`src/rtl/rv32_instr_decoder.sv`:
```
// Two-stage pipelined RV32 instruction decoder with valid/ready on both sides.
// Define RV32_DECODER_CUSTOM0_EN to decode custom-0 (opcode 0001011) as class 8.
module rv32_instr_decoder #(
    parameter int unsigned PC_W  = 32,
    parameter int unsigned CNT_W = 16
) (
    input  logic             clk,
    input  logic             rst,
    input  logic             flush,
    input  logic             in_valid,
    output logic             in_ready,
    input  logic [31:0]      in_instr,
    input  logic [PC_W-1:0]  in_pc,
    output logic             out_valid,
    input  logic             out_ready,
    output logic [3:0]       out_class,
    output logic [6:0]       out_opcode,
    output logic [4:0]       out_rd,
    output logic [4:0]       out_rs1,
    output logic [4:0]       out_rs2,
    output logic [2:0]       out_funct3,
    output logic [6:0]       out_funct7,
    output logic [31:0]      out_imm,
    output logic [PC_W-1:0]  out_target,
    output logic [PC_W-1:0]  out_pc,
    output logic             out_illegal,
    output logic [CNT_W-1:0] illegal_cnt
);

    localparam logic [6:0] OP_R      = 7'b0110011;
    localparam logic [6:0] OP_I      = 7'b0010011;
    localparam logic [6:0] OP_LOAD   = 7'b0000011;
    localparam logic [6:0] OP_STORE  = 7'b0100011;
    localparam logic [6:0] OP_BRANCH = 7'b1100011;
    localparam logic [6:0] OP_LUI    = 7'b0110111;
    localparam logic [6:0] OP_AUIPC  = 7'b0010111;
    localparam logic [6:0] OP_JAL    = 7'b1101111;
`ifdef RV32_DECODER_CUSTOM0_EN
    localparam logic [6:0] OP_CUSTOM0 = 7'b0001011;
    localparam logic [3:0] CL_CUSTOM0 = 4'd8;
`endif
    localparam logic [3:0] CL_R       = 4'd0;
    localparam logic [3:0] CL_I       = 4'd1;
    localparam logic [3:0] CL_LOAD    = 4'd2;
    localparam logic [3:0] CL_STORE   = 4'd3;
    localparam logic [3:0] CL_BRANCH  = 4'd4;
    localparam logic [3:0] CL_LUI     = 4'd5;
    localparam logic [3:0] CL_AUIPC   = 4'd6;
    localparam logic [3:0] CL_JAL     = 4'd7;
    localparam logic [3:0] CL_UNKNOWN = 4'd15;
    localparam logic [6:0] F7_ALT     = 7'b0100000;

    typedef struct packed {
        logic [3:0]      cls;
        logic [6:0]      opcode;
        logic [4:0]      rd;
        logic [4:0]      rs1;
        logic [4:0]      rs2;
        logic [2:0]      funct3;
        logic [6:0]      funct7;
        logic [31:0]     imm;
        logic [PC_W-1:0] target;
        logic [PC_W-1:0] pc;
        logic            illegal;
    } dec_t;

    logic             s1_valid_q, s1_valid_d;
    logic [31:0]      s1_instr_q, s1_instr_d;
    logic [PC_W-1:0]  s1_pc_q, s1_pc_d;
    logic             s2_valid_q, s2_valid_d;
    dec_t             s2_q, s2_d;
    logic [CNT_W-1:0] cnt_q, cnt_d;
    dec_t             dec;
    logic             adv1, adv2;
    logic [2:0]       f3;
    logic [6:0]       f7;

    assign adv2     = !s2_valid_q || out_ready;
    assign adv1     = !s1_valid_q || adv2;
    assign in_ready = !rst && !flush && adv1;
    assign f3       = s1_instr_q[14:12];
    assign f7       = s1_instr_q[31:25];

    // Field extraction, immediate formation and legality for the word held in S1.
    always_comb begin
        dec        = '0;
        dec.opcode = s1_instr_q[6:0];
        dec.pc     = s1_pc_q;
        dec.rd     = s1_instr_q[11:7];
        dec.rs1    = s1_instr_q[19:15];
        dec.funct3 = f3;
        case (s1_instr_q[6:0])
            OP_R: begin
                dec.cls     = CL_R;
                dec.rs2     = s1_instr_q[24:20];
                dec.funct7  = f7;
                dec.illegal = !((f7 == 7'd0) || ((f7 == F7_ALT) && ((f3 == 3'b000) || (f3 == 3'b101))));
            end
            OP_I: begin
                dec.cls = CL_I;
                dec.imm = {{20{s1_instr_q[31]}}, s1_instr_q[31:20]};
                if ((f3 == 3'b001) || (f3 == 3'b101)) dec.funct7 = f7;
                dec.illegal = ((f3 == 3'b001) && (f7 != 7'd0)) ||
                              ((f3 == 3'b101) && (f7 != 7'd0) && (f7 != F7_ALT));
            end
            OP_LOAD: begin
                dec.cls     = CL_LOAD;
                dec.imm     = {{20{s1_instr_q[31]}}, s1_instr_q[31:20]};
                dec.illegal = (f3 == 3'b011) || (f3 == 3'b110) || (f3 == 3'b111);
            end
            OP_STORE: begin
                dec.cls     = CL_STORE;
                dec.rd      = 5'd0;
                dec.rs2     = s1_instr_q[24:20];
                dec.imm     = {{20{s1_instr_q[31]}}, s1_instr_q[31:25], s1_instr_q[11:7]};
                dec.illegal = (f3 > 3'b010);
            end
            OP_BRANCH: begin
                dec.cls     = CL_BRANCH;
                dec.rd      = 5'd0;
                dec.rs2     = s1_instr_q[24:20];
                dec.imm     = {{19{s1_instr_q[31]}}, s1_instr_q[31], s1_instr_q[7],
                               s1_instr_q[30:25], s1_instr_q[11:8], 1'b0};
                dec.illegal = (f3 == 3'b010) || (f3 == 3'b011);
            end
            OP_LUI, OP_AUIPC: begin
                dec.cls    = (s1_instr_q[6:0] == OP_LUI) ? CL_LUI : CL_AUIPC;
                dec.rs1    = 5'd0;
                dec.funct3 = 3'd0;
                dec.imm    = {s1_instr_q[31:12], 12'd0};
            end
            OP_JAL: begin
                dec.cls    = CL_JAL;
                dec.rs1    = 5'd0;
                dec.funct3 = 3'd0;
                dec.imm    = {{11{s1_instr_q[31]}}, s1_instr_q[31], s1_instr_q[19:12],
                              s1_instr_q[20], s1_instr_q[30:21], 1'b0};
            end
`ifdef RV32_DECODER_CUSTOM0_EN
            OP_CUSTOM0: begin
                dec.cls     = CL_CUSTOM0;
                dec.illegal = (f3 != 3'b000);
            end
`endif
            default: begin
                dec.cls     = CL_UNKNOWN;
                dec.illegal = 1'b1;
            end
        endcase
        // Target wraps modulo 2^PC_W; only control transfers carry one.
        if ((dec.cls == CL_BRANCH) || (dec.cls == CL_JAL))
            dec.target = s1_pc_q + PC_W'($signed(dec.imm));
    end

    // Pipeline advance, flush/reset squash and illegal counter.
    always_comb begin
        s1_valid_d = s1_valid_q;
        s1_instr_d = s1_instr_q;
        s1_pc_d    = s1_pc_q;
        s2_valid_d = s2_valid_q;
        s2_d       = s2_q;
        cnt_d      = cnt_q;
        if (in_valid && in_ready) begin
            s1_instr_d = in_instr;
            s1_pc_d    = in_pc;
        end
        if (adv1) s1_valid_d = in_valid && in_ready;
        if (adv2) begin
            s2_valid_d = s1_valid_q;
            if (s1_valid_q) s2_d = dec;
        end
        if (s2_valid_q && out_ready && s2_q.illegal && (cnt_q != '1))
            cnt_d = cnt_q + CNT_W'(1);
        if (flush) begin
            s1_valid_d = 1'b0;
            s2_valid_d = 1'b0;
        end
        if (rst) begin
            s1_valid_d = 1'b0;
            s1_instr_d = '0;
            s1_pc_d    = '0;
            s2_valid_d = 1'b0;
            s2_d       = '0;
            cnt_d      = '0;
        end
    end

    always_ff @(posedge clk) begin
        s1_valid_q <= s1_valid_d;
        s1_instr_q <= s1_instr_d;
        s1_pc_q    <= s1_pc_d;
        s2_valid_q <= s2_valid_d;
        s2_q       <= s2_d;
        cnt_q      <= cnt_d;
    end

    assign out_valid   = s2_valid_q;
    assign out_class   = s2_q.cls;
    assign out_opcode  = s2_q.opcode;
    assign out_rd      = s2_q.rd;
    assign out_rs1     = s2_q.rs1;
    assign out_rs2     = s2_q.rs2;
    assign out_funct3  = s2_q.funct3;
    assign out_funct7  = s2_q.funct7;
    assign out_imm     = s2_q.imm;
    assign out_target  = s2_q.target;
    assign out_pc      = s2_q.pc;
    assign out_illegal = s2_q.illegal;
    assign illegal_cnt = cnt_q;

endmodule
```
`config.mk`:
```
export PLATFORM = sky130hd
export DESIGN_NAME = rv32_instr_decoder
export DESIGN_NICKNAME = d
export VERILOG_FILES = /design/src/rtl/rv32_instr_decoder.sv
export SDC_FILE = /design/constraint.sdc
export NUM_CORES = 1
export LEC_CHECK = 0
export ABC_AREA = 0
export CORE_MARGIN = 2
export CORE_UTILIZATION = 45
export DETAILED_ROUTE_END_ITERATION = 6
export GPL_TIMING_DRIVEN = 1
export PLACE_DENSITY = 0.83
export SKIP_CTS_REPAIR_TIMING = 1
export SLEW_MARGIN = 0
export SYNTH_ARGS = -nofsm -noshare
export SYNTH_HDL_FRONTEND = slang
export SYNTH_SLANG_ARGS = --single-unit
export TNS_END_PERCENT = 100
```
`constraint.sdc`:
```
create_clock -name clk -period 4.2 [get_ports clk]
set_input_delay 0.63 -clock clk [delete_from_list [all_inputs] [get_ports clk]]
set_output_delay 0.63 -clock clk [all_outputs]
set_load 0.02 [all_outputs]
```
== Word-level counts from Yosys, hierarchy flattened ==
Index checks and enable logic that the tools add are counted.
Operators by class
  $add $sub $neg: 2
  multipliers: 0
  divide/modulo/power cells: 0
  magnitude comparators: 1
  equal/unequal tests: 19
  shift-type cells: 0
  mux-type cells: 11
  bitwise operators: 0
  reduce and logical (&&, ||, !) cells: 35
Operators with widths (number)
  32-bit one-hot mux with 5 select lines: 1
  32-bit adder: 1
  32-bit 2-to-1 mux: 1
  7-bit by 6-bit == test with 1-bit output (second input constant): 4
  4-bit one-hot mux with 7 select lines: 1
  16-bit by 1-bit adder with 16-bit output (second input constant): 1
  16-bit inequality test (second input constant): 1
  5-bit 2-to-1 mux: 3
  7-bit by 5-bit == test with 1-bit output (second input constant): 2
  7-bit == test (second input constant): 2
  7-bit one-hot mux with 2 select lines: 1
  1-bit logical AND: 10
  1-bit logical OR: 10
  3-bit == test (second input constant): 3
  4-bit by 3-bit == test with 1-bit output (second input constant): 2
  2-bit OR reduction: 4
  7-bit by 2-bit == test with 1-bit output (second input constant): 1
  7-bit zero test: 1
  7-bit 2-to-1 mux: 1
  7-bit by 6-bit inequality test with 1-bit output (second input constant): 1
  7-bit nonzero test: 1
  3-bit by 2-bit == test with 1-bit output (second input constant): 2
  1-bit one-hot mux with 6 select lines: 1
  3-bit OR reduction: 2
  7 further kinds: 11
Word-level totals
  flip-flop bits (word level): 215
  bits in latches: 0
  RAM bits: 0
  ROM bits: 0
  input bits: 69
  output and inout bits: 151
  logic and storage cells: 84
  memories: 0

== Logic depth before layout (Yosys ltp) ==
  word-level depth: 6
  gate-level depth with buffers: 18
  gate-level depth less buffers: 14

== Least setup slack after synthesis ==
No wires, ideal clock.
  path type: register to register
  start: register s1_instr_q[6]
  end: register s2_q, in the netlist out_target[26]
  setup time: 117 ps
  data arrival time: 3342 ps
  required time: 4083 ps
  slack: 740 ps
  cell stages (with the launch flop): 13
  path buffers: 1
  clock period less this slack: 3460 ps
  cells stage by stage: dfxtp_1 clkbuf_1 or4_1 a21oi_1 a22o_1 ha_1 a21o_1 a221oi_2 nor4_2 nor4_4 nor2_2 a211o_1 a32o_1
RTL lines
  start: declaration: line 68  | logic [31:0] s1_instr_q, s1_instr_d;
  start signal: assignment: line 190  | s1_instr_q <= s1_instr_d;
  end signal: assignment: line 193  | s2_q <= s2_d;
  end: declaration: line 71  | dec_t s2_q, s2_d;

==> results.md <==
- Status: finished, final reports clean
- CP Buf/Inv Count: 0
- Yosys top cell by area: dfxtp_1
- Later-pin clock latency in the skew report: 0.51 ns
- Simple-gate share of the synthesized area: 0.227
- Drt total wl: 30.0 mm
- Minimum clock period: 3.78 ns
- # clock sinks: 215
- P_int: 3.28 mW
- CTS Root Cell: clkbuf_16
- DP HPWL: 21.9 mm
- CP startpoint kind: flop
- Mean number of vias per cell: 5.49
- Crit path cell chain: or3_1 -> nor2_1 -> a22o_1 -> fa_1 -> a21o_1 -> a221oi_2 -> nor4_2 -> nor4_4 -> nor2_2 -> a221oi_2 -> xor2_1 -> o21ai_1
- Minimum hold slack: 0.454 ns
- Antenna Cells: 0
- Sequential power share: 0.495
- Wire per inst: 17.6 um
- Tot GR Track Use: 0.258
- Leakage: 4.75 nW
- Post-route ant nets: 0
- Crit-path max FO: 11
- Cts bufs inserted: 21
- Pins Over Slew Limit: 0
- Worst path max stage delay: 0.58 ns
- # nets final: 1,524
- Least-Margin Pin Slew: 1.05 ns
- Compound-Gate Fraction of Synth Area: 0.210
- Final hold violation count: 0
- H-tree levels: 1
- Cells taking the most area after synthesis: dfxtp_1 45%, nand2_1 13%, a21oi_1 10%, ha_1 4.1%, nor2_1 2.9%
- Mapped Area: 0.00967 mm2
- Relative max-transition margin: 0.299
- Pwr dens: 332 mW/mm2
- Setup violators final: 0
- NetSw: 0.965 mW
- Syn Inst Count: 1,238
- Seq cells post-synth: 215
- Worst slack at placement: 0.473 ns
- Die X: 151 um
- Max Root-Sink Buffers: 3
- Setup CP Type: flop to flop
- GR Overflow Total: 0
- Setup Skew: 0.0156 ns
- Register area share after synthesis: 0.445
- Initial core utilization: 0.459
- Share of layout cells above drive strength 1: 0.0502
- Die area: 0.0227 mm2
- Power Total: 4.24 mW
- Crit. Startpoint: s1_instr_q[3]
- Fmax: 264 MHz
- Vias in the first global route: 8,881
- CP required: 4.56 ns
- Synthesized net count: 1,340
- Final worst slack: 0.419 ns
- Placed Cells: 1,674
- Num ports: 220
- Critical R2R Launch: s1_instr_q[3]
- Clk network pwr share: 0.444
- Setup TNS: 0 ns
- Combinational share of power: 0.060
- Kind of end point of the critical path: flop
- 1st-iter DRT viols: 652
- Hold Crit Start: out_pc[21]
- Via count: 9,396
- GPL Wtd Cong: 0.940
- Synthesis-to-finish area growth: 32.1%
- Period Utilization, post-route: 0.900
- Hold Crit Class: flop to flop
- CP max stage cell: dfxtp_1
- Synth top area share: 0.445
- Row count: 53
- Number of flops mapped to enable cells by yosys: 0
- CP most frequent cell: a221oi_2
- Distinct cells, synth: 59
- Final Non-Filler Cells: 1,710
- Chip height: 151 um
- Multiplexer share of the synthesized area: 0.00414
- CTS tree: done
- Maxcap violations: 0
- Largest family of logic cells by synthesized area: simple AND/OR/NAND/NOR gates
- Ys Warns: 0
- First-pass GRT wire length: 46.9 mm
- Arr. time, crit path: 4.14 ns
- Switch share: 0.228
- Initial antenna violation count: 0
- Largest net degree at the start of global routing: 104
- DR pass1 iterations: 6
- Synth Area in XOR/XNOR: 0.0362
- Peak supply drop: 277 uV
- Post-Synth Adder-Cell Area: 0.0435
- Ys flop type: dfxtp_1
- Core area: 0.0211 mm2
- Async S/R FF share, synth: 0
- Port Buffer Count: 219
- Unrepaired setup endpoints after global routing: no
- Clock Pin Slew Worst Setup and Hold Paths: 0.07 ns
- Drt drc: 0
- Post-synthesis average cell area: 7.81 um2
- Crit-path leading delay family: compound AO/OA/AOI/OAI gates
logic make-up after synthesis:
kind of cell | Yosys count
buffers and inverters | 86
multiplexers | 4
XOR/XNOR | 40
flip-flops | 215
adder cells (fa/ha/maj) | 33
AND/OR/NAND/NOR | 516
AO/OA/AOI/OAI | 344
routing by layer:
layer / global-route usage / share of wire
met1: 0.360 / 0.45
met2: 0.411 / 0.45
met3: 0.0470 / 0.075
met4: 0.0678 / 0.022
met5: 0 / 0
layout make-up:
class,count,area (um2)
Clock inverter,5,78.8
Timing Repair Buffer,239,2360
Sequential cell,215,4300
Multi-Input combinational cell,937,5070
Clock buffer,31,593
Tap cell,275,344
Fill cell,1840,8310
Inverter,8,30.0
power by group through the flow:
stage	registers (mW)	logic, mW	clock network (mW)
2_1_floorplan	2.14	0.130	0
3_3_place_gp	2.15	0.250	0
3_5_place_dp	2.15	0.252	0
4_1_cts	2.10	0.254	1.91
5_1_grt	2.10	0.277	1.99
6_report	2.10	0.255	1.88
cell usage after synthesis, types with 11 or more instances:
master    instances
clkbuf_1         70
ha_1             32
xnor2_1          14
xor2_1           26
and2_1           11
a22oi_1          24
a21oi_1         198
nand3_1          30
nand2_1         338
a21o_1           36
o21ai_0          35
dfxtp_1         215
nor2_1           74
metrics by stage:
stage	utilization	area [um2]
finish	0.606	12800
global route	0.606	12800
CTS	0.606	12800
detailed placement	0.574	12100
global placement	0.574	12100
floorplan	-	9670
worst reg2reg max path, stage by stage, from the launching register on:
cell      delay [ns]
dfxtp_1         0.58
or3_1           0.36
nor2_1          0.14
a22o_1          0.31
fa_1            0.44
a21o_1          0.20
a221oi_2        0.40
nor4_2          0.14
nor4_4          0.42
nor2_2          0.13
a221oi_2        0.26
xor2_1          0.18
o21ai_1         0.08
path summary, 6_finish.rpt:
kind	to	slack, ns	depth (start not counted)
hold / removal	out_pc[21]	0.45	2
hold reg to reg	out_pc[21]	0.45	2
setup / recovery	out_target[24]	0.42	12
setup reg to reg	out_target[24]	0.42	12
layout by cell type, fill, tap and decap left out, drive strengths merged, types with 14 or more instances in the layout:
| cell type | Yosys | final |
|---|---|---|
| a21o | 36 | 36 |
| buf | 8 | 21 |
| o21ai | 41 | 41 |
| nand2 | 338 | 338 |
| nand3 | 30 | 30 |
| ha | 32 | 32 |
| dfxtp | 215 | 215 |
| nor2 | 75 | 75 |
| a22oi | 24 | 24 |
| clkdlybuf4s50 | 0 | 218 |
| a21oi | 198 | 198 |
| xor2 | 26 | 26 |
| xnor2 | 14 | 14 |
| clkbuf | 70 | 31 |
sequential cells by signal, summed over array words and instances (netlist names):
| signal | cells |
|---|---|
| illegal_cnt | 16 |
| out_class | 4 |
| out_funct3 | 3 |
| out_funct7 | 7 |
| out_illegal | 1 |
| out_imm | 32 |
| out_opcode | 7 |
| out_pc | 32 |
| out_rd | 5 |
| out_rs1 | 5 |
| out_rs2 | 5 |
| out_target | 32 |
| out_valid | 1 |
| s1_instr_q | 32 |
| s1_pc_q | 32 |
| s1_valid_q | 1 |
Note: power is estimated with default switching activity, not from simulation.
